==> config.mk <==
export PLATFORM = sky130hd
export DESIGN_NAME = despachante_terminais
export DESIGN_NICKNAME = d
export VERILOG_FILES = /design/src/rtl/despachante_pkg.sv /design/src/rtl/terminal_atendimento.sv /design/src/rtl/despachante_terminais.sv
export SDC_FILE = /design/constraint.sdc
export NUM_CORES = 1
export LEC_CHECK = 0
export ABC_AREA = 1
export CORE_UTILIZATION = 52
export CTS_CLUSTER_DIAMETER = 80
export DETAILED_ROUTE_END_ITERATION = 7
export HOLD_SLACK_MARGIN = 0.02
export PLACE_DENSITY = 0.77
export SLEW_MARGIN = 20
export SYNTH_ARGS = -nofsm -noshare
export SYNTH_HDL_FRONTEND = slang
export SYNTH_SLANG_ARGS = --single-unit
==> constraint.sdc <==
create_clock -name CLK -period 4.1 [get_ports CLK]
set_input_delay 0.82 -clock CLK [delete_from_list [all_inputs] [get_ports CLK]]
set_output_delay 0.82 -clock CLK [all_outputs]
set_load 0.02 [all_outputs]
==> src/rtl/despachante_pkg.sv <==
// Shared types and widths for the terminal dispatcher.
package despachante_pkg;

    typedef enum logic {
        IDLE    = 1'b0,
        SERVING = 1'b1
    } term_state_t;

    localparam int COUNT_W = 4;
    localparam int TIMER_W = 4;

endpackage

==> src/rtl/terminal_atendimento.sv <==
// One service terminal: IDLE/SERVING FSM with a down-counter holding it busy
// for SERVICE_CYCLES cycles after each START.
module terminal_atendimento
    import despachante_pkg::*;
#(
    parameter int SERVICE_CYCLES = 4
) (
    input  logic CLK,
    input  logic RST_N,
    input  logic START,
    output logic BUSY
);

    localparam logic [TIMER_W-1:0] LOAD = TIMER_W'(SERVICE_CYCLES - 1);

    term_state_t        state, state_next;
    logic [TIMER_W-1:0] timer, timer_next;

    always_ff @(posedge CLK or negedge RST_N) begin
        if (!RST_N) begin
            state <= IDLE;
            timer <= '0;
        end else begin
            state <= state_next;
            timer <= timer_next;
        end
    end

    // Timer holds the remaining cycles after the current one; zero means last cycle.
    always_comb begin
        state_next = state;
        timer_next = timer;
        case (state)
            IDLE: begin
                if (START) begin
                    state_next = SERVING;
                    timer_next = LOAD;
                end
            end
            SERVING: begin
                if (timer == '0) begin
                    state_next = IDLE;
                end else begin
                    timer_next = timer - TIMER_W'(1);
                end
            end
        endcase
    end

    assign BUSY = (state == SERVING);

endmodule

==> src/rtl/despachante_terminais.sv <==
// Dispatcher: bounded request counter, admission and terminal-1-priority dispatch
// into two service terminals, with registered status and pulse outputs.
module despachante_terminais
    import despachante_pkg::*;
#(
    parameter int SERVICE_CYCLES = 4,
    parameter int QUEUE_MAX      = 7
) (
    input  logic               CLK,
    input  logic               RST_N,
    input  logic               REQ,
    input  logic               TERMINAL1_EN,
    input  logic               TERMINAL2_EN,
    output logic [COUNT_W-1:0] QUEUE_COUNT,
    output logic               EMPTY,
    output logic               FULL,
    output logic               BUSY1,
    output logic               BUSY2,
    output logic               DISPATCH1,
    output logic               DISPATCH2,
    output logic               DROP
);

    localparam logic [COUNT_W-1:0] QMAX = COUNT_W'(QUEUE_MAX);

    logic [COUNT_W-1:0] count, count_next;
    logic               go1, go2, accepted;

    // A request arriving this edge is only counted; dispatch sees the old count.
    always_comb begin
        go1        = (count != '0) && TERMINAL1_EN && !BUSY1;
        go2        = TERMINAL2_EN && !BUSY2 && (count > {{(COUNT_W-1){1'b0}}, go1});
        accepted   = REQ && ((count < QMAX) || go1 || go2);
        count_next = count + {{(COUNT_W-1){1'b0}}, accepted}
                           - {{(COUNT_W-1){1'b0}}, go1}
                           - {{(COUNT_W-1){1'b0}}, go2};
    end

    always_ff @(posedge CLK or negedge RST_N) begin
        if (!RST_N) begin
            count     <= '0;
            EMPTY     <= 1'b1;
            FULL      <= 1'b0;
            DISPATCH1 <= 1'b0;
            DISPATCH2 <= 1'b0;
            DROP      <= 1'b0;
        end else begin
            count     <= count_next;
            EMPTY     <= (count_next == '0);
            FULL      <= (count_next == QMAX);
            DISPATCH1 <= go1;
            DISPATCH2 <= go2;
            DROP      <= REQ && !accepted;
        end
    end

    assign QUEUE_COUNT = count;

    terminal_atendimento #(.SERVICE_CYCLES(SERVICE_CYCLES)) u_term1 (
        .CLK   (CLK),
        .RST_N (RST_N),
        .START (go1),
        .BUSY  (BUSY1)
    );

    terminal_atendimento #(.SERVICE_CYCLES(SERVICE_CYCLES)) u_term2 (
        .CLK   (CLK),
        .RST_N (RST_N),
        .START (go2),
        .BUSY  (BUSY2)
    );

endmodule

Word level (Yosys, flattened, before mapping)
Cells that the tools add are included.
{"block": "totals", "register_bits": 19, "latch_bits": 0, "ramBits": 0, "mem_bits_ro": 0, "in_bits": 5, "wordCells": 53, "mem_count": 0}
{"block": "op_classes", "add_sub_neg": 5, "mul": 0, "div_mod_pow": 0, "magnitude_cmp": 2, "eq_ne": 5, "shifts": 0, "muxes": 12, "n_bitwise": 2, "n_reduce_logical": 17}
{"operator": "$mux 4", "n": 4}
{"operator": "$pmux 4 s2", "n": 2}
{"operator": "$logic_not 4->1", "n": 3}
{"operator": "$ne 2x2->1 const B", "n": 4}
{"operator": "$sub 4x1->4", "n": 2}
{"operator": "$sub 4x1->4 const B", "n": 2}
{"operator": "$logic_and 1x1->1", "n": 6}
{"operator": "$add 4x1->4", "n": 1}
{"operator": "$eq 4x3->1 const B", "n": 1}
{"operator": "$gt 4x1->1", "n": 1}
{"operator": "$lt 4x3->1 const B", "n": 1}
{"operator": "$mux 1", "n": 4}
{"operator": "$pmux 1 s2", "n": 2}
{"operator": "$reduce_and 2->1", "n": 2}
{"operator": "$reduce_bool 4->1", "n": 1}
{"operator": "$logic_not 1->1", "n": 3}
{"operator": "$logic_or 1x1->1", "n": 2}
{"operator": "$not 1->1", "n": 2}

Depth between registers and ports, before layout
Gate-level depths: netlist of run 1.
{"block": "logic_depth", "word_depth": 11, "mapped_depth": 18}

Hierarchy
Synthesis of run 1 repeated with hierarchy kept, for this count alone.
{"block": "hier_totals", "hier_cells": 129, "area_unflattened_um2": 1076.0}
{"module": "terminal_atendimento", "n_inst": 2, "cells_per_inst": 35, "area_each_um2": 281.5, "seq_area_each_um2": 125.1}
{"module": "despachante_terminais", "n_inst": 1, "cells_per_inst": 59, "area_each_um2": 513.0, "seq_area_each_um2": 226.5}

Worst setup path before layout of run 1
Ideal clock, no wire load.
{"block": "synth_timing", "path_type": "reg-to-reg", "from": "register count[2] (netlist: QUEUE_COUNT[2])", "to": "register EMPTY", "setup_ps": 97, "arrival_time_ps": 3126, "slack_ps": 877, "path_stages_with_launch": 17, "synth_period_minus_slack_ps": 3223, "path_cell_list": "dfrtp_1 inv_1 ha_1 nand3_1 nand2_4 inv_1 ha_1 nand3_2 nand2_2 inv_2 nand2_4 fa_1 ha_1 ha_1 fa_1 xnor2_1 nor4_1"}
{"block": "synth_via", "elab_chain_len": 11, "word_cells_on_any_way": 13}
{"element": "start, declared", "line_no": "despachante_terminais.sv:26", "text": "logic [COUNT_W-1:0] count, count_next;"}
{"element": "start signal, assigned", "line_no": "despachante_terminais.sv:48", "text": "count <= count_next;"}
{"element": "$reduce_bool 4->1 (*)", "line_no": "despachante_terminais.sv:31", "text": "go1 = (count != '0) && TERMINAL1_EN && !BUSY1;"}
{"element": "$logic_and 1x1->1 (*) (2 in series)", "line_no": "despachante_terminais.sv:31"}
{"element": "named net go1", "line_no": "despachante_terminais.sv:27", "text": "logic go1, go2, accepted;"}
{"element": "$gt 4x1->1", "line_no": "despachante_terminais.sv:32", "text": "go2 = TERMINAL2_EN && !BUSY2 && (count > {{(COUNT_W-1){1'b0}}, go1});"}
{"element": "$logic_and 1x1->1", "line_no": "despachante_terminais.sv:32"}
{"element": "$logic_or 1x1->1", "line_no": "despachante_terminais.sv:33", "text": "accepted = REQ && ((count < QMAX) || go1 || go2);"}
{"element": "$logic_and 1x1->1", "line_no": "despachante_terminais.sv:33"}
{"element": "$add 4x1->4", "line_no": "despachante_terminais.sv:34", "text": "count_next = count + {{(COUNT_W-1){1'b0}}, accepted}"}
{"element": "$sub 4x1->4", "line_no": "despachante_terminais.sv:35", "text": "- {{(COUNT_W-1){1'b0}}, go1}"}
{"element": "$sub 4x1->4 (*)", "line_no": "despachante_terminais.sv:36", "text": "- {{(COUNT_W-1){1'b0}}, go2};"}
{"element": "named net count_next[3]", "line_no": "despachante_terminais.sv:26"}
{"element": "$logic_not 4->1 (*)", "line_no": "despachante_terminais.sv:49", "text": "EMPTY <= (count_next == '0);"}
{"element": "end signal, assigned", "line_no": "despachante_terminais.sv:49"}
{"element": "end, declared", "line_no": "despachante_terminais.sv:15", "text": "output logic EMPTY,"}
Mark *: on every way through the listed nets, which the timed path passes. The rest lies on a longest branch.
A chain may end at the register's enable or synchronous reset.

Worst setup path in the final report of run 1
{"block": "layout_timing", "from": "input TERMINAL1_EN", "to": "register EMPTY"}
{"block": "layout_via", "elab_chain_len": 10, "word_cells_on_any_way": 11}
{"element": "start, declared", "line_no": "despachante_terminais.sv:12", "text": "input logic TERMINAL1_EN,"}
{"element": "$logic_and 1x1->1 (*) (2 in series)", "line_no": "despachante_terminais.sv:31"}
{"element": "named net go1", "line_no": "despachante_terminais.sv:27"}
{"element": "$gt 4x1->1", "line_no": "despachante_terminais.sv:32"}
{"element": "$logic_and 1x1->1", "line_no": "despachante_terminais.sv:32"}
{"element": "$logic_or 1x1->1", "line_no": "despachante_terminais.sv:33"}
{"element": "$logic_and 1x1->1", "line_no": "despachante_terminais.sv:33"}
{"element": "$add 4x1->4", "line_no": "despachante_terminais.sv:34"}
{"element": "$sub 4x1->4", "line_no": "despachante_terminais.sv:35"}
{"element": "$sub 4x1->4 (*)", "line_no": "despachante_terminais.sv:36"}
{"element": "named net count_next[2]", "line_no": "despachante_terminais.sv:26"}
{"element": "$logic_not 4->1 (*)", "line_no": "despachante_terminais.sv:49"}
Marks and branches as above.

==> results of run 1 <==
==> routing by layer <==
layer | share of wire [%] | GRT usage, %
met1 | 45 | 24.9
met2 | 50 | 31.4
met3 | 4.2 | 6.15
met4 | 1.2 | 6.86
met5 | 0 | 0
==> Yosys cell counts, drive strengths merged <==
cell type and count:
dfrtp 18, fa 2, nor2 12, xor2 2
nand4 1, a21oi 1, nor3 1, ha 9
o21ai 2, dfstp 1, inv 21, nand2 28
xnor2 1, nand3 11, a31oi 1, nor4 1
==> area by class of cell <==
cell class / instances / area share [%]
Multi-Input combinational cell: 72 / 39.1
Timing Repair Buffer: 15 / 12.0
Clock buffer: 4 / 2.10
Tap cell: 25 / 2.50
Inverter: 21 / 6.29
Sequential cell: 19 / 38.0
==> power by group <==
part,internal [W],switching [W]
combinational,0.000276,0.000389
clock,0.0000379,0.0000569
sequential,0.000278,0.0000627
total,0.000592,0.000508
==> state kept, by name, summed over array words and instances, names as in the netlist <==
name and cells:
DROP 1, DISPATCH1 1, FULL 1, u_term2.timer 4, EMPTY 1, u_term1.timer 4
u_term1.BUSY 1, u_term2.BUSY 1, DISPATCH2 1, QUEUE_COUNT 4
==> cells by family after synthesis <==
| logic type | synth area share [%] |
|---|---|
| flip-flops | 45.6 |
| adder cells (fa/ha/maj) | 14.6 |
| buffers and inverters | 7.54 |
| XOR/XNOR | 2.51 |
| AO/OA/AOI/OAI | 2.75 |
| AND/OR/NAND/NOR | 27.0 |
==> final timing paths <==
check	startpoint	endpoint	slack [ps]	cells past startpoint
min in group asynchronous	RST_N	u_term2.timer[3]$_DFFE_PN0P_	990	1
hold / removal	u_term2.timer[0]$_DFFE_PN0P_	u_term2.timer[0]$_DFFE_PN0P_	500	2
setup reg to reg	QUEUE_COUNT[2]$_DFF_PN0_	EMPTY$_DFF_PN1_	680	15
hold reg to reg	u_term2.timer[0]$_DFFE_PN0P_	u_term2.timer[0]$_DFFE_PN0P_	500	2
setup / recovery	TERMINAL1_EN	EMPTY$_DFF_PN1_	570	15
max in group asynchronous	RST_N	u_term1.BUSY$_DFF_PN0_	2590	1
==> stage by stage <==
step / instances / area, um2 / setup slack [ps] / utilization (%)
6_report: 156 / 1250 / 569 / 69.6
5_1_grt: 156 / 1250 / 373 / 69.6
4_1_cts: 156 / 1250 / 554 / 69.6
3_3_place_gp: 152 / 1230 / 282 / 68.1
2_1_floorplan: 112 / 1050 / 877 / -
3_5_place_dp: 152 / 1230 / 237 / 68.1
==> worst reg2reg max path, delay by kind of cell (launching register included) <==
family	cells	cell delay, ps
adders and majority gates	6	1880
buffers and inverters	3	240
DFF	1	420
and+or+nand+nor	6	770
==> results.ini, run 1 <==
[route]
drt_first_pass_iters=6
wl_per_cell_um=11.3
drt_iter0_drc=25
wl_um=1770
vias=770
vias_per_cell=4.94
remaining_drc_errors=0
antenna_left=0

[grt]
antenna_found_initial=0
grt_use_total_pct=19.5
grt_pass1_wl_um=2960
grt_max_degree=20
grt_overflow_total=0
grt_pass1_vias=707

[sta]
hold_viol_final=0
slew-limit-headroom_pct=44.2
max_slew.worst_pin.slew_ps=835
grt_setup_unrepaired=no
max_freq_mhz=283
period_share_pct=86.1
tns_ps=0
setup_violations=0
slew_viol_final=0
skew_ps=6.40
period_needed_ps=3530
whs_ps=496

[worst_setup_path]
crit_fanout=5
critPathArrivalTime_ps=3740
slowest_delay_ps=490
cpLargestDelayFamily=adder cells
cp_slowest_cell=fa_1
path_cells=clkdlybuf4s50_1, inv_1, nor2_2, nand2_4, inv_1, ha_1, nand3_2, nand2_2, inv_2, nand2_4, fa_1, ha_1, ha_1, fa_1, nor4_1
critPathBufInv=4
worst_setup_path_start_kind=primary input
cp_common_cell=ha_1
crit_type=primary input to flop
cp.required_ps=4310
end_kind=flop

[floorplan]
core_um2=1800
row_count=15
die-area_um2=2190
fp.dieW_um=46.9
start_util_pct=58.1
io-pin-count=16
die_h_um=46.9

[yosys]
synth_cell_types=21
synthCells=112
yosys_warnings=0
yosysTopAreaCell=dfrtp_1
synth_nets=128
synth_top_area_share_pct=43.1
postSynthAreaPerCell_um2=9.34
ys_seq_elements=19
synthTopCellsByArea=dfrtp_1, ha_1, nand2_1
syn-cell-area_um2=1050
synth-seq-area-share_pct=45.6

[power_and_ir_drop]
total_power_w=0.00110
power_density_nw_per_um2=878
p_leak_nw=0.648
vdd_ir_drop_max_v=0.000600

[final_layout]
fill_cells=150
seq_area_um2=477
n_antenna_cell=0
multi_input_area_um2=490
finalNetCount=148
area_growth_pct=19.9
final_common_cell=nand2_1
drive_gt1_share_pct=15.3
final_cell_mix=nand2_1, inv_1, dfrtp_1, clkdlybuf4s50_1, nand3_1

[clocking]
clock_path_buffers=2
clk_pin_slew_ps=110
htreeDepth=1
cts_resized=0
clock_latency_ps=300
cts_made_buffers=3
ctsHoldBuffers=0
cts_tree=yes
cts-root-buf=clkbuf_4
cts_setup_buffers=0
clock-sinks=19

[place]
hpwl_um=1410
routabilityCongestion=0.761
port_buffers=15

[run]
cap_violations=0

[run_status]
status=completed

[worst_hold_path]
hold_path.class=flop to flop

(Power assumes the default switching activity.)
==> run 2: changes to the inputs <==
Settings changed: CORE_UTILIZATION 52 to 47, MAX_ROUTING_LAYER from default to met4, PLACE_DENSITY 0.77 to 0.74, SYNTH_HIERARCHICAL from default to 1.
Clock period 4.1 ns to 3.2 ns, I/O delays scaled along.
==> run 2 against run 1 <==
Effect of this change: wire length grew 22%; clock power rose by 24%; synthesized cell count grew 15%; largest power group unchanged; highest routed layer unchanged.
==> results.ini, run 2 <==
[floorplan]
fp.dieW_um=49.8
row_count=16
start_util_pct=52.2
die_h_um=49.8
io-pin-count=16
die-area_um2=2480
core_um2=2060

[sta]
period_needed_ps=3130
period_share_pct=98.0
slew-limit-headroom_pct=46.2
max_slew.worst_pin.slew_ps=804
whs_ps=488
hold_viol_final=0
slew_viol_final=0
max_freq_mhz=319
setup_violations=0
skew_ps=4.88

[power_and_ir_drop]
p_sw_share_pct=46.6
total_power_w=0.00169
p_comb_share_pct=65.8
power_frac_clock_pct=7.0
power_density_nw_per_um2=1190
p_seq_share_pct=27.2
vdd_ir_drop_max_v=0.000804
internal-power_w=0.000901
p_sw_w=0.000787
p_leak_nw=0.738

[place]
routabilityCongestion=0.875
hpwl_um=1450
dp.cells=174
dpl_cell_area_um2=1280
port_buffers=15

[clocking]
ctsHoldBuffers=0
htreeDepth=1
cts_made_buffers=3
clk_pin_slew_ps=100
clock_path_buffers=2
clock_latency_ps=300
cts-root-buf=clkbuf_4
clock-sinks=19
cts_tree=yes

[grt]
grt_pass1_vias=852
grt_overflow_total=0
antenna_found_initial=0
grt_max_degree=20
grt_use_total_pct=19.6
grt_pass1_wl_um=3510

[route]
drt_iter0_drc=8
antenna_left=0
vias=853
wl_per_cell_um=11.8
remaining_drc_errors=0
vias_per_cell=4.66
drt_first_pass_iters=4
wl_um=2170

[worst_hold_path]
hold_path.class=flop to flop
hp-start=u_term1/timer[0]$_DFFE_PN0P_

[yosys]
synth_most_common_cell=nand2_1
yosysTopAreaCell=dfrtp_1
postSynth.asyncResetShare_pct=100
yosys_warnings=6
synthCells=129
synth_flop_cell=dfrtp_1
synthTopCellsByCount=nand2_1, inv_1, dfrtp_1
ys_seq_elements=19
postSynthAreaPerCell_um2=8.34
synth_top_area_share_pct=41.9
synth_cell_types=14
syn-cell-area_um2=1080
synth_edf_count=0
synth-seq-area-share_pct=44.3
synthTopCellsByArea=dfrtp_1, nand2_1, ha_1
synth_nets=144

[final_layout]
stdcell_count=183
final_cell_mix=nand2_1, dfrtp_1, inv_1, nor2_1, clkdlybuf4s50_1
area_growth_pct=32.2
design_area_um2=1420
fill_cells=160
drive_gt1_share_pct=25.6
finalNetCount=172
utilization_pct=69.0
final_common_cell=nand2_1
n_antenna_cell=0

[worst_setup_path]
critPathLaunch=QUEUE_COUNT[2]$_DFF_PN0_
crit_fanout=4
critPathArrivalTime_ps=3330
r2r-start=QUEUE_COUNT[2]$_DFF_PN0_
end_kind=flop
worst_setup_path_start_kind=flop
cp.required_ps=3400
crit_type=flop to flop

[run_status]
status=completed

[run]
cap_violations=0

## run 2: changes by cell type after synthesis, sizes merged
cell   before  now
nor4        1    0
o21ai       2    0
nand3      11    9
xnor2       1    0
ha          9    8
nor3        1    0
nand4       1    0
xor2        2    3
nand2      28   45
inv        21   26
nor2       12   17
a31oi       1    0
a21oi       1    0
## run 2: worst paths after layout
kind                                                end  slack [ps]  cells past startpoint
setup / recovery                         FULL$_DFF_PN0_          70                     18
hold / removal             u_term1/timer[0]$_DFFE_PN0P_         490                      2
setup reg to reg                         FULL$_DFF_PN0_          70                     18
hold reg to reg            u_term1/timer[0]$_DFFE_PN0P_         490                      2
max in group asynchronous      QUEUE_COUNT[2]$_DFF_PN0_        1860                      1
min in group asynchronous        u_term2/BUSY$_DFF_PN0_         800                      1
## run 2: metrics by stage
stage	setup TNS [ps]	worst slack (ps)
2_1_floorplan	0	34.5
3_3_place_gp	-916	-287
3_5_place_dp	-1340	-398
4_1_cts	0	3.09
5_1_grt	-127	-68.5
6_report	0	65.2
## run 2: power groups by stage
stage / combinational [W] / sequential [W] / clock (W)
2_1_floorplan: 0.000563 / 0.000505 / 0
3_3_place_gp: 0.000852 / 0.000449 / 0
3_5_place_dp: 0.000887 / 0.000457 / 0
4_1_cts: 0.000984 / 0.000453 / 0.000124
5_1_grt: 0.00125 / 0.000475 / 0.000131
6_report: 0.00111 / 0.000458 / 0.000118
## run 2: area by class of cell
type                       count  area [um2]  share of cell area [%]
clock buffer                   4        26.3                    1.85
inverter                      26        97.6                    6.86
multi-input combinational     84         574                    40.4
sequential                    19         478                    33.6
tap                           27        33.8                    2.37
timing repair buffer          23         213                    15.0
## run 2: logic make-up (layout without fill, tap and decap cells)
| group | count (synthesis) | count (layout) | share of synthesized area [%] |
|---|---|---|---|
| adders and majority gates | 10 | 10 | 13.0 |
| buffers and inverters | 26 | 53 | 9.07 |
| and+or+nand+nor | 71 | 71 | 31.2 |
| xor gates and xnor gates | 3 | 3 | 2.44 |
| DFF | 19 | 19 | 44.3 |
## run 2: worst max-delay path: stages, from the launching register on
cell and delay (ps):
dfrtp_2 460, inv_1 90, ha_1 220, nand2_1 100
nand2_2 80, inv_2 50, ha_4 230, inv_2 40
nand2_1 50, nand2_1 80, nand2_2 70, fa_2 570
ha_4 150, ha_4 130, inv_2 30, fa_2 540
inv_2 50, nand3_2 50, nor2_1 30
## run 2: what timing repair did
action	4_1_cts	5_1_grt
buffers inserted	4	2
gates resized for setup	9	11
hold endpoints to repair	0	0
pin swaps	5	10
setup endpoints to repair	2	4
## run 2: layer usage
metal	up-vias	track usage [%]	share of wire (%)
met2	18	34.5	54
met5	-	-	0
met4	0	7.14	1.3
met1	396	21.5	41
li1	435	-	-
met3	4	4.63	3.3
